==> src/rtl/bfly_ctrl_pkg.sv <==
// Shared definitions for the radix-2 butterfly stage sequencer.
//   bfly_state_t : sequencer states (IDLE, FILL, COMPUTE)
//   bfly_half()  : butterfly span in beats for a given frame size and lane count
//   bfly_cw()    : counter width for a span, never narrower than one bit
package bfly_ctrl_pkg;

  typedef enum logic [1:0] {
    IDLE    = 2'd0,
    FILL    = 2'd1,
    COMPUTE = 2'd2
  } bfly_state_t;

  function automatic int bfly_half(input int data, input int num);
    return (data / num) / 2;
  endfunction

  // A span of one beat still needs a 1-bit counter/index to keep ports legal.
  function automatic int bfly_cw(input int half);
    return (half > 1) ? $clog2(half) : 1;
  endfunction

endpackage

==> src/rtl/bfly_valid_pipe.sv <==
// Fixed-latency tracking pipe for butterfly results.
// Carries {valid, idx, last} through LAT register stages so the flags line up
// with the butterfly datapath output.
// Ports:
//   clk, rst             : clock, asynchronous active-high reset
//   clr                  : synchronous clear of every stage (frame abort)
//   enq_valid/idx/last   : stage-0 inputs, sampled every cycle
//   deq_valid/idx/last   : last-stage register outputs
//   occupied             : any stage holds a valid entry
module bfly_valid_pipe #(
  parameter int LAT = 3,
  parameter int IW  = 4
) (
  input  logic          clk,
  input  logic          rst,
  input  logic          clr,
  input  logic          enq_valid,
  input  logic [IW-1:0] enq_idx,
  input  logic          enq_last,
  output logic          deq_valid,
  output logic [IW-1:0] deq_idx,
  output logic          deq_last,
  output logic          occupied
);

  logic [LAT-1:0] valid_reg;
  logic [LAT-1:0] valid_next;
  logic [LAT-1:0] last_reg;
  logic [LAT-1:0] last_next;
  logic [IW-1:0]  idx_reg  [LAT];
  logic [IW-1:0]  idx_next [LAT];

  genvar gi;
  generate
    for (gi = 0; gi < LAT; gi++) begin : g_stage
      if (gi == 0) begin : g_head
        assign valid_next[gi] = enq_valid;
        assign idx_next[gi]   = enq_idx;
        assign last_next[gi]  = enq_last;
      end else begin : g_body
        assign valid_next[gi] = valid_reg[gi-1];
        assign idx_next[gi]   = idx_reg[gi-1];
        assign last_next[gi]  = last_reg[gi-1];
      end
    end
  endgenerate

  // clr only drops the flags; the stale indices are never seen without valid.
  always_ff @(posedge clk or posedge rst) begin
    if (rst) begin
      valid_reg <= '0;
      last_reg  <= '0;
      for (int i = 0; i < LAT; i++) begin
        idx_reg[i] <= '0;
      end
    end else if (clr) begin
      valid_reg <= '0;
      last_reg  <= '0;
    end else begin
      valid_reg <= valid_next;
      last_reg  <= last_next;
      idx_reg   <= idx_next;
    end
  end

  assign deq_valid = valid_reg[LAT-1];
  assign deq_idx   = idx_reg[LAT-1];
  assign deq_last  = last_reg[LAT-1];
  assign occupied  = |valid_reg;

endmodule

==> src/rtl/bfly_stage_ctrl.sv <==
// Sequencer for one radix-2 butterfly stage.
// The first HALF beats of a frame go into the delay shift register, the next
// HALF beats are combined with the delayed beats in the butterfly, and the
// matching outputs are flagged BFLY_LAT cycles later.
// Ports:
//   clk, rst    : clock, asynchronous active-high reset
//   valid_in    : one input beat this cycle
//   flush       : synchronous abort of the current frame (beats valid_in)
//   sr_write    : shift register captures the current beat
//   sr_read     : shift register presents its oldest beat
//   bfly_en     : butterfly consumes current beat plus delayed beat
//   valid_out   : butterfly outputs valid this cycle
//   out_idx     : pair index of the beat under valid_out
//   frame_done  : coincides with the last valid_out of a frame
//   busy        : frame in progress or results still in flight
module bfly_stage_ctrl
  import bfly_ctrl_pkg::*;
#(
  parameter int NUM      = 16,
  parameter int DATA     = 512,
  parameter int COUNT    = DATA / NUM,
  parameter int HALF     = bfly_half(DATA, NUM),
  parameter int BFLY_LAT = 3,
  localparam int CW      = bfly_cw(HALF)
) (
  input  logic          clk,
  input  logic          rst,
  input  logic          valid_in,
  input  logic          flush,
  output logic          sr_write,
  output logic          sr_read,
  output logic          bfly_en,
  output logic          valid_out,
  output logic [CW-1:0] out_idx,
  output logic          frame_done,
  output logic          busy
);

  // Both halves are COUNT-HALF == HALF beats long, so one terminal value serves.
  localparam logic [CW-1:0] LAST_BEAT = CW'(COUNT - HALF - 1);
  localparam logic [CW-1:0] ONE       = CW'(1);

  bfly_state_t   state_reg;
  bfly_state_t   state_next;
  logic [CW-1:0] beat_cnt_reg;
  logic [CW-1:0] beat_cnt_next;

  logic accept;
  logic last_beat;
  logic last_flag;
  logic pipe_busy;

  assign last_beat = (beat_cnt_reg == LAST_BEAT);

  // Gating with rst keeps the steering quiet while reset is held, even though
  // valid_in may already be toggling.
  assign accept    = valid_in & ~flush & ~rst;
  assign sr_write  = accept & (state_reg != COMPUTE);
  assign bfly_en   = accept & (state_reg == COMPUTE);
  assign sr_read   = bfly_en;
  assign last_flag = bfly_en & last_beat;

  always_comb begin
    state_next    = state_reg;
    beat_cnt_next = beat_cnt_reg;
    if (flush) begin
      state_next    = IDLE;
      beat_cnt_next = '0;
    end else if (valid_in) begin
      case (state_reg)
        IDLE: begin
          // The IDLE beat is beat 0, so FILL resumes counting at 1.
          if (HALF == 1) begin
            state_next    = COMPUTE;
            beat_cnt_next = '0;
          end else begin
            state_next    = FILL;
            beat_cnt_next = ONE;
          end
        end
        FILL: begin
          if (last_beat) begin
            state_next    = COMPUTE;
            beat_cnt_next = '0;
          end else begin
            beat_cnt_next = beat_cnt_reg + ONE;
          end
        end
        COMPUTE: begin
          // Returning to IDLE here lets the very next beat start a new frame.
          if (last_beat) begin
            state_next    = IDLE;
            beat_cnt_next = '0;
          end else begin
            beat_cnt_next = beat_cnt_reg + ONE;
          end
        end
        default: begin
          state_next    = IDLE;
          beat_cnt_next = '0;
        end
      endcase
    end
  end

  always_ff @(posedge clk or posedge rst) begin
    if (rst) begin
      state_reg    <= IDLE;
      beat_cnt_reg <= '0;
    end else begin
      state_reg    <= state_next;
      beat_cnt_reg <= beat_cnt_next;
    end
  end

  bfly_valid_pipe #(
    .LAT (BFLY_LAT),
    .IW  (CW)
  ) u_pipe (
    .clk       (clk),
    .rst       (rst),
    .clr       (flush),
    .enq_valid (bfly_en),
    .enq_idx   (beat_cnt_reg),
    .enq_last  (last_flag),
    .deq_valid (valid_out),
    .deq_idx   (out_idx),
    .deq_last  (frame_done),
    .occupied  (pipe_busy)
  );

  assign busy = (state_reg != IDLE) | pipe_busy;

endmodule
==> config.mk <==
export PLATFORM = sky130hd
export DESIGN_NAME = bfly_stage_ctrl
export DESIGN_NICKNAME = d
export VERILOG_FILES = /design/src/rtl/bfly_ctrl_pkg.sv /design/src/rtl/bfly_valid_pipe.sv /design/src/rtl/bfly_stage_ctrl.sv
export SDC_FILE = /design/constraint.sdc
export NUM_CORES = 1
export LEC_CHECK = 0
export BUFFER_PORTS_ARGS = -buffer_cell sky130_fd_sc_hd__buf_2
export CAP_MARGIN = 20
export CORE_UTILIZATION = 40
export DETAILED_ROUTE_END_ITERATION = 8
export GPL_TIMING_DRIVEN = 0
export SLEW_MARGIN = 20
export SYNTH_ARGS = -nofsm -noshare
export SYNTH_HDL_FRONTEND = slang
export SYNTH_SLANG_ARGS = --single-unit
==> constraint.sdc <==
create_clock -name clk -period 1.6 [get_ports clk]
set_input_delay 0.24 -clock clk [delete_from_list [all_inputs] [get_ports clk]]
set_output_delay 0.24 -clock clk [all_outputs]
set_load 0.005 [all_outputs]
==> results.md, run 1 <==
- Leading cell types by total area after synthesis: sky130_fd_sc_hd__dfrtp_1 (55%), sky130_fd_sc_hd__mux2_2 (10%), sky130_fd_sc_hd__ha_1 (6.9%)
- Detailed router's first-iteration violation count: 13
- Post-Synthesis Mean Instance Area: 12.4 um^2
- TritonCTS buffer count: 3
- Share of Yosys cell area claimed by the top area cell type: 55.2%
- Fraction of the yosys area taken by sequential cells: 55.2%
- Transition at the pin with the smallest max-transition slack: 0.608 ns
- Vias in the first global route: 732
- Max VDD drop: 0.615 mV
- Max Freq: 0.567 GHz
- Total number of vias: 756
- Final count of negative-setup-slack endpoints: 3
- Library cell occupying the most area in the post-synthesis netlist: sky130_fd_sc_hd__dfrtp_1
- Detail-routed net length per standard cell: 14.8 um
- Number of nets with antenna violations after detailed routing: 0
- Static leakage power: 0.684 nW
- Total Nets Final: 126
- Maxcap violations: 0
- Crit path max-delay family: simple AND/OR/NAND/NOR gates
- Worst-case headroom to the max-slew limit: 59.2%
- Number of antenna violations at the first check in global routing: 0
- Number of distinct library cells after synthesis: 30
- Period minus WS final: 1.76 ns
- Total of flip-flops plus latches after synthesis: 24
- Flip-flop count of the largest register after layout: 8
- Slowest cell on crit path: sky130_fd_sc_hd__or4b_4
- P per Cell Area: 945 nW/um^2
- Synth top cells by count: sky130_fd_sc_hd__dfrtp_1 (24), sky130_fd_sc_hd__mux2_2 (10), sky130_fd_sc_hd__ha_1 (6), sky130_fd_sc_hd__nand2_1 (6), sky130_fd_sc_hd__nor2b_1 (6)
- Final Non-Filler Cells: 145
- Worst-Skew Late Latency: 0.31 ns
- Cells along the critical path: inv_2 > ha_4 > or4b_4 > buf_6
- Buffers plus inverters on the worst setup path: 2
- Top_reg_cell synth: sky130_fd_sc_hd__dfrtp_1
- Gate power share: 22.4%
- Synth-to-Final Area Change: 25.7%
- Final clock skew: 0.00627 ns
- Mapped Area: 1090 um^2
- HPWL Detailed: 1220 um
- Area of the core: 2520 um^2
- First-pass GRT wire length: 3470 um
- Setup CP Type: reg -> out
- Req. time, crit path: 1.36 ns
- Minimum setup slack among reg-to-reg paths: 0.03 ns
- Overall track demand over capacity in global routing: 17.6%
- Net Count, Synth: 98
- Power dissipated by switching net loads: 0.341 mW
- Crit end category: primary output
- Data arrival, critical path: 1.52 ns
- GPL Wtd Cong: 0.768
- CTS clock-pin slew for the worst setup and hold paths: 0.13 ns
- Antenna diode count: 0
- Switching Share: 26.4%
- Clock tree from TritonCTS: done
- Power share of the clock group: 24.6%
- Total congestion overflow: 0
- Initial core utilization: 43.1%
- Layout filler cell count: 226
- Pre-CTS worst setup slack: -0.281 ns
- Crit share post-route: 110%
- Area of the die: 2930 um^2
- Width of the die: 54.1 um
- Async S/R FF share, synth: 100%
- Sequential Power Share: 53.0%
- Vertical die dimension: 54.1 um
- Reg-to-Reg Start: beat_cnt_reg[1]
- Failing checks: setup timing
- Fraction of final layout cells sized beyond drive strength 1: 46.1%
- Cell Rows: 18
- Max Transition Viols Final: 0
- Post-Syn Instances: 88
- Final Hold Vio Count: 0
- Worst stage delay on the critical path: 0.45 ns
- Yosys warnings: 0
- Type of element launching the critical path: flip-flop
- Pin count of the biggest net entering global routing: 14
- Total wire length: 2140 um
- Number of H-tree levels: 1
- Number of enable-type register cells in the synthesized netlist: 0
- Top-count cell post-synth: sky130_fd_sc_hd__dfrtp_1
- Post-placement cell count: 130
- Total of buffers placed on input and output ports: 12
- Number of detailed-route iterations in the first pass: 4
- Num Clock Sinks: 24
- Largest driver fanout on the critical path: 2
- Run status: finished with violations
- Internal power: 0.951 mW
- Buffers from clock root to sink, at most: 2
- Crit path from: state_reg[0]
- Root Driver: sky130_fd_sc_hd__clkbuf_4
- Worst min-delay path category: in -> async
- DRC violation count after routing: 0
- Unrepaired setup endpoints after global routing: true
- Final worst-path setup slack: -0.165 ns
- Drt via density: 5.21
- I/O pins: 14
## area by class of cell
cell class	instances	area (um^2)	share of cell area, %
Sequential cell	24	601	44.0
Multi-Input combinational cell	56	497	36.4
Timing Repair Buffer	22	150	11.0
Tap cell	30	37.5	2.75
Clock buffer	4	36.3	2.66
Buffer	4	21.3	1.56
Inverter	4	18.8	1.37
Timing Repair inverter	1	5.00	0.366
## metal layers
layer / up-vias / wire, um / share of wire (%) / track usage, %
li1: 361 / - / - / -
met1: 371 / 975 / 45 / 23.9
met2: 18 / 1050 / 49 / 26.6
met3: 6 / 86 / 4.0 / 2.82
met4: 0 / 30 / 1.4 / 9.40
met5: - / 0 / 0 / 0
## power by group through the flow
stage	logic (mW)	clock network (mW)	registers, mW
2_1_floorplan	0.132	0	0.698
3_3_place_gp	0.180	0	0.703
3_5_place_dp	0.187	0	0.706
4_1_cts	0.262	0.330	0.685
5_1_grt	0.322	0.351	0.692
6_report	0.289	0.318	0.685
## path summary, 6_finish.rpt
kind / end / depth (start not counted)
worst max-delay path: busy / 4
worst min-delay path: u_pipe.deq_idx[1] / 2
worst max register to register: state_reg[0] / 4
worst min register to register: u_pipe.last_reg[2] / 1
max in group asynchronous: u_pipe.last_reg[2] / 3
min in group clk: beat_cnt_reg[1] / 2
## cell usage in the layout (no fill, tap or decap)
master                          instances
sky130_fd_sc_hd__nor3b_2                1
sky130_fd_sc_hd__clkbuf_4               3
sky130_fd_sc_hd__and4bb_1               1
sky130_fd_sc_hd__buf_4                 10
sky130_fd_sc_hd__o31ai_1                1
sky130_fd_sc_hd__o311ai_1               1
sky130_fd_sc_hd__o2bb2ai_1              1
sky130_fd_sc_hd__clkbuf_8               1
sky130_fd_sc_hd__inv_1                  1
sky130_fd_sc_hd__or4b_4                 1
sky130_fd_sc_hd__o21ai_0                2
sky130_fd_sc_hd__o211ai_1               2
sky130_fd_sc_hd__buf_6                  2
sky130_fd_sc_hd__ha_2                   1
sky130_fd_sc_hd__or2_2                  1
sky130_fd_sc_hd__and3_1                 1
sky130_fd_sc_hd__buf_2                 12
sky130_fd_sc_hd__clkinvlp_4             1
sky130_fd_sc_hd__dfrtp_1               24
sky130_fd_sc_hd__a22oi_1                1
sky130_fd_sc_hd__and2_2                 1
sky130_fd_sc_hd__ha_4                   2
sky130_fd_sc_hd__nand2b_1               2
sky130_fd_sc_hd__clkbuf_1               1
sky130_fd_sc_hd__inv_2                  2
sky130_fd_sc_hd__and3_4                 2
sky130_fd_sc_hd__clkinvlp_2             1
sky130_fd_sc_hd__or3_4                  1
sky130_fd_sc_hd__dlygate4sd3_1          1
sky130_fd_sc_hd__mux2_2                10
sky130_fd_sc_hd__and4b_2                1
sky130_fd_sc_hd__mux2i_1                1
sky130_fd_sc_hd__ha_1                   3
sky130_fd_sc_hd__nor2_1                 3
sky130_fd_sc_hd__nand2_1                6
sky130_fd_sc_hd__a32o_1                 1
sky130_fd_sc_hd__nor2b_1                6
sky130_fd_sc_hd__a31oi_1                1
sky130_fd_sc_hd__a21oi_1                2
## kinds of logic (layout without fill, tap and decap cells)
group                    Yosys count  after routing  share of synthesized area (%)
AND/OR/NAND/NOR                   27             27                           15.5
buffers and inverters              8             35                           3.34
flip-flops                        24             24                           55.2
adder cells (fa/ha/maj)            6              6                           6.90
AO/OA/AOI/OAI                     12             12                           7.71
multiplexers                      11             11                           11.3
## worst register-to-register path, stage by stage (launching register included)
cell,delay [ns]
sky130_fd_sc_hd__dfrtp_1,0.44
sky130_fd_sc_hd__ha_2,0.21
sky130_fd_sc_hd__and3_4,0.20
sky130_fd_sc_hd__or3_4,0.37
sky130_fd_sc_hd__a32o_1,0.25
## what timing repair did
action                     in CTS  in global routing
setup buffers                   6                  3
pin swaps                       2                  1
gates cloned                    1                  0
hold endpoints to repair       11                  0
setup endpoints to repair       5                  6
resized for setup               9                  6
hold buffers                    1                  0
## metrics by stage
stage	setup TNS [ns]	hold WS, ns	instance area (um^2)	power [mW]	util, %
CTS	-0.255	0.00582	1320	1.28	52.3
floorplan	0	0.265	1090	0.830	-
global placement	-0.527	0.445	1180	0.883	47.0
global route	-0.563	0.0470	1370	1.36	54.2
detailed placement	-0.653	0.446	1180	0.893	47.0
finish	-0.384	0.00228	1370	1.29	54.2
No activity file was read; power rests on OpenSTA's default activity.
==> run 2, diff against run 1 <==
CELL_PAD_IN_SITES_DETAIL_PLACEMENT = 1   (was unset)
CELL_PAD_IN_SITES_GLOBAL_PLACEMENT = 1   (was unset)
PLACE_DENSITY_LB_ADDON = 0.1   (was unset)
==> results.md, run 2 (synthesis results as in run 1) <==
- Run status: finished with violations
- Failing checks: setup timing
- I/O pins: 14
- Initial core utilization: 43.1%
- Post-layout power: 1.24 mW
- Unrepaired setup endpoints after global routing: true
- Total number of vias: 735
- Type of element launching the critical path: flip-flop
- P per Cell Area: 931 nW/um^2
- Width of the die: 54.1 um
- Crit path max-delay family: simple AND/OR/NAND/NOR gates
- Overall track demand over capacity in global routing: 17.1%
- Top library cells by usage in the layout, fill and taps aside: sky130_fd_sc_hd__dfrtp_1 (23), sky130_fd_sc_hd__buf_2 (14), sky130_fd_sc_hd__mux2_2 (10)
- Period minus WS final: 1.78 ns
- HPWL Detailed: 1360 um
- First-pass GRT wire length: 3460 um
- Clock tree from TritonCTS: done
- Vias in the first global route: 759
- Total of buffers placed on input and output ports: 12
- Worst-case headroom to the max-slew limit: 63.6%
- Antenna diode count: 0
- Largest driver fanout on the critical path: 2
- Fraction of final layout cells sized beyond drive strength 1: 48.6%
- Setup CP Type: reg -> out
- Synth-to-Final Area Change: 22.1%
- Num Clock Sinks: 24
- Final count of negative-setup-slack endpoints: 2
- Worst-Skew Late Latency: 0.30 ns
- Slowest cell on crit path: sky130_fd_sc_hd__or4b_4
- Maxcap violations: 0
- Transition at the pin with the smallest max-transition slack: 0.545 ns
- Pin count of the biggest net entering global routing: 25
- Detailed router's first-iteration violation count: 3
- TritonCTS buffer count: 3
- Final Hold Vio Count: 0
- Flip-flop count of the largest register after layout: 8
- Root Driver: sky130_fd_sc_hd__clkbuf_4
- Pre-CTS worst setup slack: -0.265 ns
- Worst min-delay path category: in -> async
- Total congestion overflow: 0
- Post-Route Setup TNS: -0.292 ns
- Max Transition Viols Final: 0
- Max VDD drop: 0.482 mV
- Buffers from clock root to sink, at most: 2
- Detail-routed net length per standard cell: 15.3 um
- Final worst-path setup slack: -0.180 ns
- Worst stage delay on the critical path: 0.45 ns
- Final clock skew: 0.00269 ns
- Number of nets with antenna violations after detailed routing: 0
- Total wire length: 2160 um
- GPL Wtd Cong: 0.772
- Req. time, crit path: 1.36 ns
- Data arrival, critical path: 1.54 ns
- Crit share post-route: 111%
- Commonest non-fill, non-tap cell in the layout: sky130_fd_sc_hd__dfrtp_1
- Cell Rows: 18
- Max Freq: 0.562 GHz
- Number of detailed-route iterations in the first pass: 5
- Area of the die: 2930 um^2
- Vertical die dimension: 54.1 um
- CTS clock-pin slew for the worst setup and hold paths: 0.12 ns
- Drt via density: 5.21
- Static leakage power: 0.659 nW
- Cells along the critical path: inv_2 > ha_4 > or4b_4 > buf_6
- Total Nets Final: 123
- Crit end category: primary output
- Area of the core: 2520 um^2
- Number of H-tree levels: 1
- Number of antenna violations at the first check in global routing: 0
- DRC violation count after routing: 0
- Buffers plus inverters on the worst setup path: 2
==> run 2: repair_timing <==
item / CTS / global route
gates resized for setup: 10 / 7
buffers inserted: 5 / 2
pin swaps: 1 / 1
hold endpoints to repair: 24 / 0
setup endpoints to repair: 5 / 6
hold buffers: 1 / 0
cloned: 0 / 0
==> run 2: cell type report <==
class	count	area (um^2)
fillers	279	1190
repair buffers	20	124
plain buffers	4	21.3
multi-input cells	56	502
flip-flops and latches	24	602
clock buffers	3	22.5
well taps	30	37.5
inverters	4	18.8
==> run 2: power by group <==
part,switching [mW],internal (mW)
Clock,0.164,0.0878
Sequential,0.0299,0.657
Combinational,0.136,0.160
Total,0.331,0.905
==> run 2: final timing paths <==
kind	from	to	slack, ns	cells after the start
min in group clk	valid_in	beat_cnt_reg[1]	0.21	2
max in group asynchronous	rst	beat_cnt_reg[0]	1.10	3
hold / removal	rst	u_pipe.last_reg[0]	0.11	3
setup / recovery	state_reg[0]	busy	-0.18	4
hold reg to reg	u_pipe.last_reg[1]	u_pipe.last_reg[2]	0.48	1
setup reg to reg	state_reg[1]	state_reg[0]	0.02	7
==> run 2: worst min-delay path, stage by stage <==
cell                         delay (ns)
sky130_fd_sc_hd__buf_2             0.13
sky130_fd_sc_hd__clkinvlp_4        0.07
sky130_fd_sc_hd__buf_2             0.45
==> run 2: per-stage QoR <==
| step | cells | instance area [um^2] | hold slack (ns) | utilization [%] |
|---|---|---|---|---|
| finish | 141 | 1330 | 0.115 | 52.6 |
| global route | 141 | 1330 | 0.157 | 52.6 |
| CTS | 139 | 1290 | 0.185 | 51.1 |
| detailed placement | 130 | 1180 | 0.452 | 47.0 |
| global placement | 130 | 1180 | 0.443 | 47.0 |
| floorplan | 88 | 1090 | 0.265 | - |
==> run 2: layer usage <==
layer	wire, um	global-route usage (%)	vias to the layer above
li1	-	-	352
met1	1040	23.2	374
met2	1080	26.8	7
met3	33	2.54	2
met4	12	7.69	0
met5	0	0	-
